===== src/rtl/bounce_generator_if.sv =====
`default_nettype none
// +----------------------------------------------------------------------------
// | bounce_generator_if : request handshake and noisy-line status bundle
// | Rev 1.0
// +----------------------------------------------------------------------------
interface bounce_generator_if;
  logic       req_valid;
  logic       req_level;
  logic [7:0] req_len;
  logic       req_ready;
  logic       noisy_out;
  logic       busy;
  logic       settled;
  logic [7:0] glitch_count;

  modport master (
    output req_valid, req_level, req_len,
    input  req_ready, noisy_out, busy, settled, glitch_count
  );

  modport slave (
    input  req_valid, req_level, req_len,
    output req_ready, noisy_out, busy, settled, glitch_count
  );
endinterface
`default_nettype wire


===== src/rtl/bounce_generator.sv =====
`default_nettype none
// +----------------------------------------------------------------------------
// | bounce_generator : LFSR-driven contact-bounce burst followed by a settled hold
// | Rev 1.0
// +----------------------------------------------------------------------------
module bounce_generator #(
  parameter int unsigned N          = 3,
  parameter int unsigned BOUNCE_MAX = 8,
  parameter logic [7:0]  SEED       = 8'hA5
) (
  input  wire logic         clk,
  input  wire logic         rst,
  bounce_generator_if.slave bus
);

  localparam logic [1:0] c_IDLE   = 2'd0;
  localparam logic [1:0] c_BOUNCE = 2'd1;
  localparam logic [1:0] c_SETTLE = 2'd2;
  localparam logic [1:0] c_DONE   = 2'd3;

  localparam logic [7:0] c_SEED       = (SEED == 8'h00) ? 8'h01 : SEED;
  localparam logic [3:0] c_RUN_MAX    = 4'(N - 1);
  localparam logic [7:0] c_BMAX       = 8'(BOUNCE_MAX);
  localparam logic [7:0] c_SETTLE_LEN = 8'(N);

  logic [1:0] r_state;
  logic [7:0] r_lfsr;
  logic [7:0] r_cnt;
  logic [7:0] r_glitch;
  logic [3:0] r_run;
  logic       r_noisy;
  logic       r_target;
  logic       r_settled;

  logic [1:0] w_state_nxt;
  logic [7:0] w_cnt_nxt;
  logic [7:0] w_len;
  logic       w_noisy_nxt;
  logic       w_target_nxt;
  logic       w_settled_nxt;
  logic       w_hs;
  logic       w_fb;
  logic       w_bounce;

  assign bus.req_ready    = (r_state == c_IDLE) && !rst;
  assign bus.busy         = (r_state != c_IDLE);
  assign bus.noisy_out    = r_noisy;
  assign bus.settled      = r_settled;
  assign bus.glitch_count = r_glitch;

  assign w_hs  = bus.req_valid && bus.req_ready;
  assign w_len = (bus.req_len > c_BMAX) ? c_BMAX : bus.req_len;
  assign w_fb  = r_lfsr[7] ^ r_lfsr[5] ^ r_lfsr[4] ^ r_lfsr[3];
  // A run about to reach N cycles is broken so the downstream debouncer never locks mid-burst.
  assign w_bounce = (r_run >= c_RUN_MAX) ? ~r_noisy : r_lfsr[0];

  always_comb begin
    w_state_nxt   = r_state;
    w_cnt_nxt     = r_cnt;
    w_noisy_nxt   = r_noisy;
    w_target_nxt  = r_target;
    w_settled_nxt = 1'b0;
    case (r_state)
      c_IDLE: begin
        if (w_hs) begin
          w_target_nxt = bus.req_level;
          if (w_len != 8'd0) begin
            w_state_nxt = c_BOUNCE;
            w_cnt_nxt   = w_len - 8'd1;
            w_noisy_nxt = w_bounce;
          end else begin
            w_state_nxt = c_SETTLE;
            w_cnt_nxt   = c_SETTLE_LEN;
            w_noisy_nxt = bus.req_level;
          end
        end
      end
      c_BOUNCE: begin
        if (r_cnt == 8'd0) begin
          w_state_nxt = c_SETTLE;
          w_cnt_nxt   = c_SETTLE_LEN;
          w_noisy_nxt = r_target;
        end else begin
          w_cnt_nxt   = r_cnt - 8'd1;
          w_noisy_nxt = w_bounce;
        end
      end
      c_SETTLE: begin
        if (r_cnt == 8'd0) begin
          w_state_nxt   = c_DONE;
          w_settled_nxt = 1'b1;
        end else begin
          w_cnt_nxt = r_cnt - 8'd1;
        end
      end
      default: begin
        w_state_nxt = c_IDLE;
      end
    endcase
  end

  always_ff @(posedge clk) begin
    if (rst) begin
      r_state   <= c_IDLE;
      r_lfsr    <= c_SEED;
      r_cnt     <= 8'd0;
      r_glitch  <= 8'd0;
      r_run     <= c_RUN_MAX;
      r_noisy   <= 1'b0;
      r_target  <= 1'b0;
      r_settled <= 1'b0;
    end else begin
      r_state   <= w_state_nxt;
      r_lfsr    <= {r_lfsr[6:0], w_fb};
      r_cnt     <= w_cnt_nxt;
      r_noisy   <= w_noisy_nxt;
      r_target  <= w_target_nxt;
      r_settled <= w_settled_nxt;
      if (w_noisy_nxt != r_noisy) begin
        r_run <= 4'd1;
        if (r_glitch != 8'hFF) begin
          r_glitch <= r_glitch + 8'd1;
        end
      end else if (r_run < c_RUN_MAX) begin
        r_run <= r_run + 4'd1;
      end
    end
  end

endmodule
`default_nettype wire


===== src/flat_wrapper.sv =====
// flat-port wrapper written by rule: the top's interface ports become plain ports
module bounce_generator_flat 
#(
  parameter int unsigned N          = 3,
  parameter int unsigned BOUNCE_MAX = 8,
  parameter logic [7:0]  SEED       = 8'hA5
)
  (clk, rst, bus_req_valid, bus_req_level, bus_req_len, bus_req_ready, bus_noisy_out, bus_busy, bus_settled, bus_glitch_count);
  bounce_generator_if bus_i ();
  input  wire logic clk;
  input  wire logic rst;
  input wire logic [$bits(bus_i.req_valid)-1:0] bus_req_valid;
  input wire logic [$bits(bus_i.req_level)-1:0] bus_req_level;
  input wire logic [$bits(bus_i.req_len)-1:0] bus_req_len;
  output wire logic [$bits(bus_i.req_ready)-1:0] bus_req_ready;
  output wire logic [$bits(bus_i.noisy_out)-1:0] bus_noisy_out;
  output wire logic [$bits(bus_i.busy)-1:0] bus_busy;
  output wire logic [$bits(bus_i.settled)-1:0] bus_settled;
  output wire logic [$bits(bus_i.glitch_count)-1:0] bus_glitch_count;
  assign bus_i.req_valid = bus_req_valid;
  assign bus_i.req_level = bus_req_level;
  assign bus_i.req_len = bus_req_len;
  assign bus_req_ready = bus_i.req_ready;
  assign bus_noisy_out = bus_i.noisy_out;
  assign bus_busy = bus_i.busy;
  assign bus_settled = bus_i.settled;
  assign bus_glitch_count = bus_i.glitch_count;
  bounce_generator #(.N(N), .BOUNCE_MAX(BOUNCE_MAX), .SEED(SEED)) u_core (.clk(clk), .rst(rst), .bus(bus_i));
endmodule

===== config.mk =====
export PLATFORM = sky130hd
export DESIGN_NAME = bounce_generator_flat
export DESIGN_NICKNAME = d
export VERILOG_FILES = /design/src/rtl/bounce_generator_if.sv /design/src/rtl/bounce_generator.sv /design/src/flat_wrapper.sv
export SDC_FILE = /design/constraint.sdc
export NUM_CORES = 1
export LEC_CHECK = 0
export ABC_AREA = 0
export BUFFER_PORTS_ARGS = -buffer_cell sky130_fd_sc_hd__buf_4
export CORE_MARGIN = 10
export CORE_UTILIZATION = 57
export DETAILED_ROUTE_END_ITERATION = 8
export PLACE_DENSITY = 0.88
export SETUP_SLACK_MARGIN = 0.2
export SLEW_MARGIN = 20
export SYNTH_ARGS = -nofsm -noshare
export SYNTH_HDL_FRONTEND = slang
export SYNTH_SLANG_ARGS = --single-unit

===== constraint.sdc =====
create_clock -name clk -period 4.48 [get_ports clk]
set_input_delay 0.896 -clock clk [delete_from_list [all_inputs] [get_ports clk]]
set_output_delay 0.896 -clock clk [all_outputs]
set_load 0.02 [all_outputs]

After elaboration in Yosys (flattened, before gate mapping)
Index checks and enable logic that the tools add are counted.
W data, S select, Z words.
- $add $sub $neg: 4
- order comparisons: 3
- equality and inequality tests: 8
- mux-type cells: 19
- bitwise operators: 5
- reductions and logical operators: 15
- operator list (cell ; number):
    $mux W8 ; 5
    $pmux W8 S3 ; 1
    $sub A8 B1 Y8 const B ; 2
    $mux W2 ; 6
    $add A8 B1 Y8 const B ; 1
    $gt A8 B4 Y1 const B ; 1
    $logic_not A8 Y1 ; 1
    $ne A8 B8 Y1 const B ; 1
    $reduce_bool A8 Y1 ; 1
    $ne A2 B1 Y1 const B ; 3
    $pmux W2 S3 ; 1
    $reduce_and A3 Y1 ; 2
    $mux W1 ; 5
    $add A4 B1 Y4 const B ; 1
    $ge A4 B2 Y1 const B ; 1
    $lt A4 B2 Y1 const B ; 1
    $reduce_and A2 Y1 ; 2
    $reduce_bool A2 Y1 ; 2
    $reduce_or A2 Y1 ; 2
    $reduce_bool A3 Y1 ; 1
    $xor A1 B1 Y1 ; 3
    $eq A2 B1 Y1 const B ; 1
    $eq A2 B2 Y1 const B ; 1
    $logic_and A1 B1 Y1 ; 2
    other kinds (6) ; 7
- flip-flop bits (word level): 33
- input bits: 12
- output and inout port bits: 12
- word-level logic and storage cells: 63

Logic depth before layout (Yosys ltp)
- depth after elaboration: 8
- gate-level depth with buffers: 11
- mapped depth without buffers: 10

Worst setup path before layout
Ideal clock, no wire load.
- path type: input -> register
- from: in bus_req_len[3]
- to: reg u_core.r_glitch[3], in the netlist u_core.bus.glitch_count[3]
- setup time: 0.123 ns
- arrival time: 3.349 ns
- required time: 4.357 ns
- slack: 1.008 ns
- cell stages on the path: 11
- path buffers: 1
- path through: or3_1 nor3_1 nand2_1 ha_1 nor4b_1 nand2_1 o22ai_1 or4_4 buf_6 a21oi_1 mux2_1
- cells in the longest elaborated chain, start to end: 8
- ends and longest elaborated chain (element ; RTL line ; source):
    from (decl) ; flat_wrapper.sv:14 ; input wire logic [$bits(bus_i.req_len)-1:0] bus_req_len;
    $gt A8 B4 Y1 ; bounce_generator.sv:52 ; assign w_len = (bus.req_len > c_BMAX) ? c_BMAX : bus.req_len;
    $mux W8 (*) ; bounce_generator.sv:52 ;
    $reduce_bool A8 Y1 (*) ; bounce_generator.sv:67 ; if (w_len != 8'd0) begin
    $mux W1 (*) ; bounce_generator.sv:67 ;
    $mux W1 (*) ; bounce_generator.sv:65 ; if (w_hs) begin
    $pmux W1 S2 (*) ; bounce_generator.sv:63 ; case (r_state)
    $ne A1 B1 Y1 (*) ; bounce_generator.sv:119 ; if (w_noisy_nxt != r_noisy) begin
    $reduce_and A2 Y1 (no line) (*) ; - ;
    to (signal assigned) ; bounce_generator.sv:122 ; r_glitch <= r_glitch + 8'd1;
    to (decl) ; bounce_generator.sv:29 ; logic [7:0] r_glitch;
Every way passes the cells marked *; elsewhere a longest branch is shown, timed or not.
A chain may end at the register's enable or synchronous reset.

Worst setup path in the final report
- from: in bus_req_len[3]
- to: reg u_core.r_glitch[7], in the netlist u_core.bus.glitch_count[7]
The elaborated chain is that of the path after synthesis.

==> implementation parameters <==
Parameter                              Value

Global route
  Number of global-route vias before repair    1,593
  Initial antenna violation count    0
  Wire length of the first global-routing pass    6.85 mm
  Overall overflow remaining after global route    0
  Pin count of the biggest net entering global routing    36
  GR Util All Layers    13.6%

Yosys
  Most used flip-flop cell after synthesis    dfxtp_1
  Register bit count reported by yosys    33
  Fraction of post-synthesis cell area in the top cell type by area    35.1%
  Top cells by area in the synthesized netlist    dfxtp_1, ha_1, nor2_1
  Asr flop ratio synth    0%
  Cell type contributing the most total cell area after synthesis    dfxtp_1
  Post-Synthesis Mean Instance Area    8.29 um^2
  EDFF count, synth    0
  Sequential share of the synthesized area    35.1%
  Synth warnings    0
  Distinct cell type count after synthesis    51
  Netlist Area Pre-Place    0.00188 mm^2
  Mapped Cells    227
  Post-Synthesis Net Count    250

Clocking
  Post-CTS repair timing setup buffer count    0
  Number of buffers added by the clock tree synthesis step    5
  Clock sink count    33
  Deepest level of the CTS H-tree    2
  Clock tree from TritonCTS    built
  Clock Root Buffer    clkbuf_4
  CTS clk-pin slew, worst paths    0.11 ns
  Quantity of gates resized following cts    0
  Number of buffers on the longest clock path    2
  Clk_lat worst skew    0.36 ns
  Post-CTS Hold Fix Bufs    0

Critical path
  Delay of the slowest cell on the worst path    0.49 ns
  CP Buf/Inv Count    1
  Dominant delay contributor by cell family on the critical path    simple AND/OR/NAND/NOR gates
  Setup crit start kind    input port
  Cells along the critical path    buf_4 > or3_1 > nor3_1 > nand2_1 > ha_1 > nor4b_1 > nand2_1 > o22ai_1 > or4_1 > a21oi_1 > mux2_2
  Crit path DAT    3.64 ns
  CP Data Required Time    4.73 ns
  Most frequent CP cell    nand2_1
  Crit path capture type    register
  Class of the most critical setup path    input port to register
  Largest fanout on the critical path    6
  Cell type of the slowest stage on the worst timing path    or4_1

Power
  Design internal power    0.767 mW
  Leakage power of the design    0.892 nW
  Net switching fraction of the power    42.6%
  Logic pwr share    51.4%
  Share of power burned in registers    31.2%
  P per Cell Area    617 mW/mm^2
  Portion of total power attributed to the clock network    17.4%
  Power dissipated by switching net loads    0.569 mW
  Maximum vdd ir drop    0.392 mV

Drt
  Final WL    3.99 mm
  Vias per cell    5.63
  Overall via count from detail_route    1,666
  Number of design-rule violations left by the first detailed-router iteration    112
  WL per Instance    13.5 um
  Routed met3 length    135 um
  Remaining number of nets flagged by the antenna check after routing    0
  First-pass DRT Iterations    4
  Highest layer used for signal routing    met4
  Met1 layer wirelength in the final routing    1.87 mm
  Total DRC errors in the routed layout    0
  Total met2 wirelength after detailed routing    1.88 mm

STA
  Final-layout setup total negative slack    0 ns
  Transition time of the tightest slew-check pin    0.588 ns
  Hold Violations, Final    0
  Max frequency    295 MHz
  Total setup violations reported at the end of the flow    0
  Unrepaired setup endpoints after global routing    no
  Worst slew slack as a fraction of its limit    60.5%
  Skew final    0.00988 ns
  Max-slew violations    0
  Period minus WS final    3.39 ns
  Tcrit/Tclk final    75.7%

Layout
  Net count of the finished layout    274
  Share of cells above drive strength 1    18.7%
  Fin cells    296
  Most common cell after layout, fill and taps aside    dfxtp_1
  Area overhead of the layout relative to synthesis    15.2%
  Commonest cells after routing, fill and taps aside    dfxtp_1, nor2_1, buf_4, nand2_1, a21oi_1
  Antenna Cells    0
  Filler Cell Count    296

Die
  I/O pin count    24
  Die X-Extent    77.5 um
  Number of core rows    20
  Die span in y    77.5 um
  Std-Cell Core Area    0.00310 mm^2
  Effective utilization at floorplan    60.6%
  DIE AREA    0.00600 mm^2

Hold path
  Tightest Hold Check Type    register to register

Run
  Maximum capacitance violations    0

Place
  GPL Wtd Cong    0.955
  Placed insts    288
  Estimated wirelength of the detail-placed design    2.97 mm
  # port buffers    23

Status
  Run status    finished, final reports clean
-- sequential cells by signal (all words and copies together) (netlist names) --
register and count:
u_core.bus.glitch_count 8, u_core.r_cnt 8, u_core.r_lfsr 8, u_core.r_run 4
u_core.r_state 2, u_core.bus.noisy_out 1, u_core.bus.settled 1, u_core.r_target 1
-- final timing paths --
| check | startpoint | cells past startpoint | to | slack, ns |
|---|---|---|---|---|
| worst max-delay path | bus_req_len[3] | 11 | u_core.bus.glitch_count[7]$_SDFFE_PP0P_ | 1.09 |
| worst min-delay path | u_core.r_lfsr[6]$_SDFF_PP0_ | 1 | u_core.r_lfsr[7]$_SDFF_PP1_ | 0.43 |
| worst max register to register | u_core.r_cnt[0]$_SDFFE_PP0P_ | 8 | u_core.bus.glitch_count[4]$_SDFFE_PP0P_ | 1.80 |
| worst min register to register | u_core.r_lfsr[6]$_SDFF_PP0_ | 1 | u_core.r_lfsr[7]$_SDFF_PP1_ | 0.43 |
-- cell type report --
type | instances | area (um^2) | share of cell area [%]
multi-input combinational | 178 | 1150 | 53.2
clock buffer | 5 | 37.5 | 1.73
sequential | 33 | 661 | 30.5
clock inverter | 3 | 46.3 | 2.14
inverter | 9 | 33.8 | 1.56
timing repair buffer | 24 | 180 | 8.31
tap | 44 | 55.1 | 2.54
-- power by group through the flow --
stage	combinational (mW)	sequential, mW	clock, mW
6_report	0.687	0.417	0.232
5_1_grt	0.782	0.427	0.247
4_1_cts	0.684	0.416	0.238
3_5_place_dp	0.680	0.423	0
3_3_place_gp	0.667	0.421	0
2_1_floorplan	0.518	0.421	0
-- synth_stat cells (all sizes together), types with 6 or more instances --
master,count
o21ai,11
nand3,9
nor2,26
mux2,6
nor2b,11
nor3,12
nand2,16
inv,9
a21oi,14
ha,11
dfxtp,33
-- cells by family (layout without fill, tap and decap cells) --
group,count (synthesis),in the layout,synth area share [%]
simple gates,101,101,27.8
compound gates,55,55,20.2
flops,33,33,35.1
buf+inv,16,41,3.59
fa+ha+maj,11,11,7.31
mux,7,7,4.12
xor+xnor,4,4,1.86
-- stage by stage --
stage                     hold slack [ns]  setup WS (ns)  power [mW]  cell area [um^2]  util, %
after floorplan                     0.389           1.01       0.940              1880        -
after global placement              0.394          0.774        1.09              2080     67.1
after detailed placement            0.400          0.705        1.10              2080     67.1
after CTS                           0.430           1.08        1.34              2170     69.8
after global routing                0.441          0.853        1.46              2170     69.8
final                               0.426           1.09        1.34              2170     69.8
-- layer usage --
metal | track usage, % | vias to the layer above
li1 | - | 858
met1 | 15.6 | 766
met2 | 22.5 | 33
met3 | 2.65 | 9
met4 | 9.31 | 0
met5 | 0 | -
-- worst register-to-register path, stage by stage (launching register included) --
cell	delay, ns
dfxtp_1	0.37
inv_1	0.09
ha_1	0.13
or4b_4	0.46
o21a_1	0.21
o221a_4	0.26
or4_4	0.54
a21boi_1	0.18
mux2_1	0.33
Power figures use the tool's default switching activity.
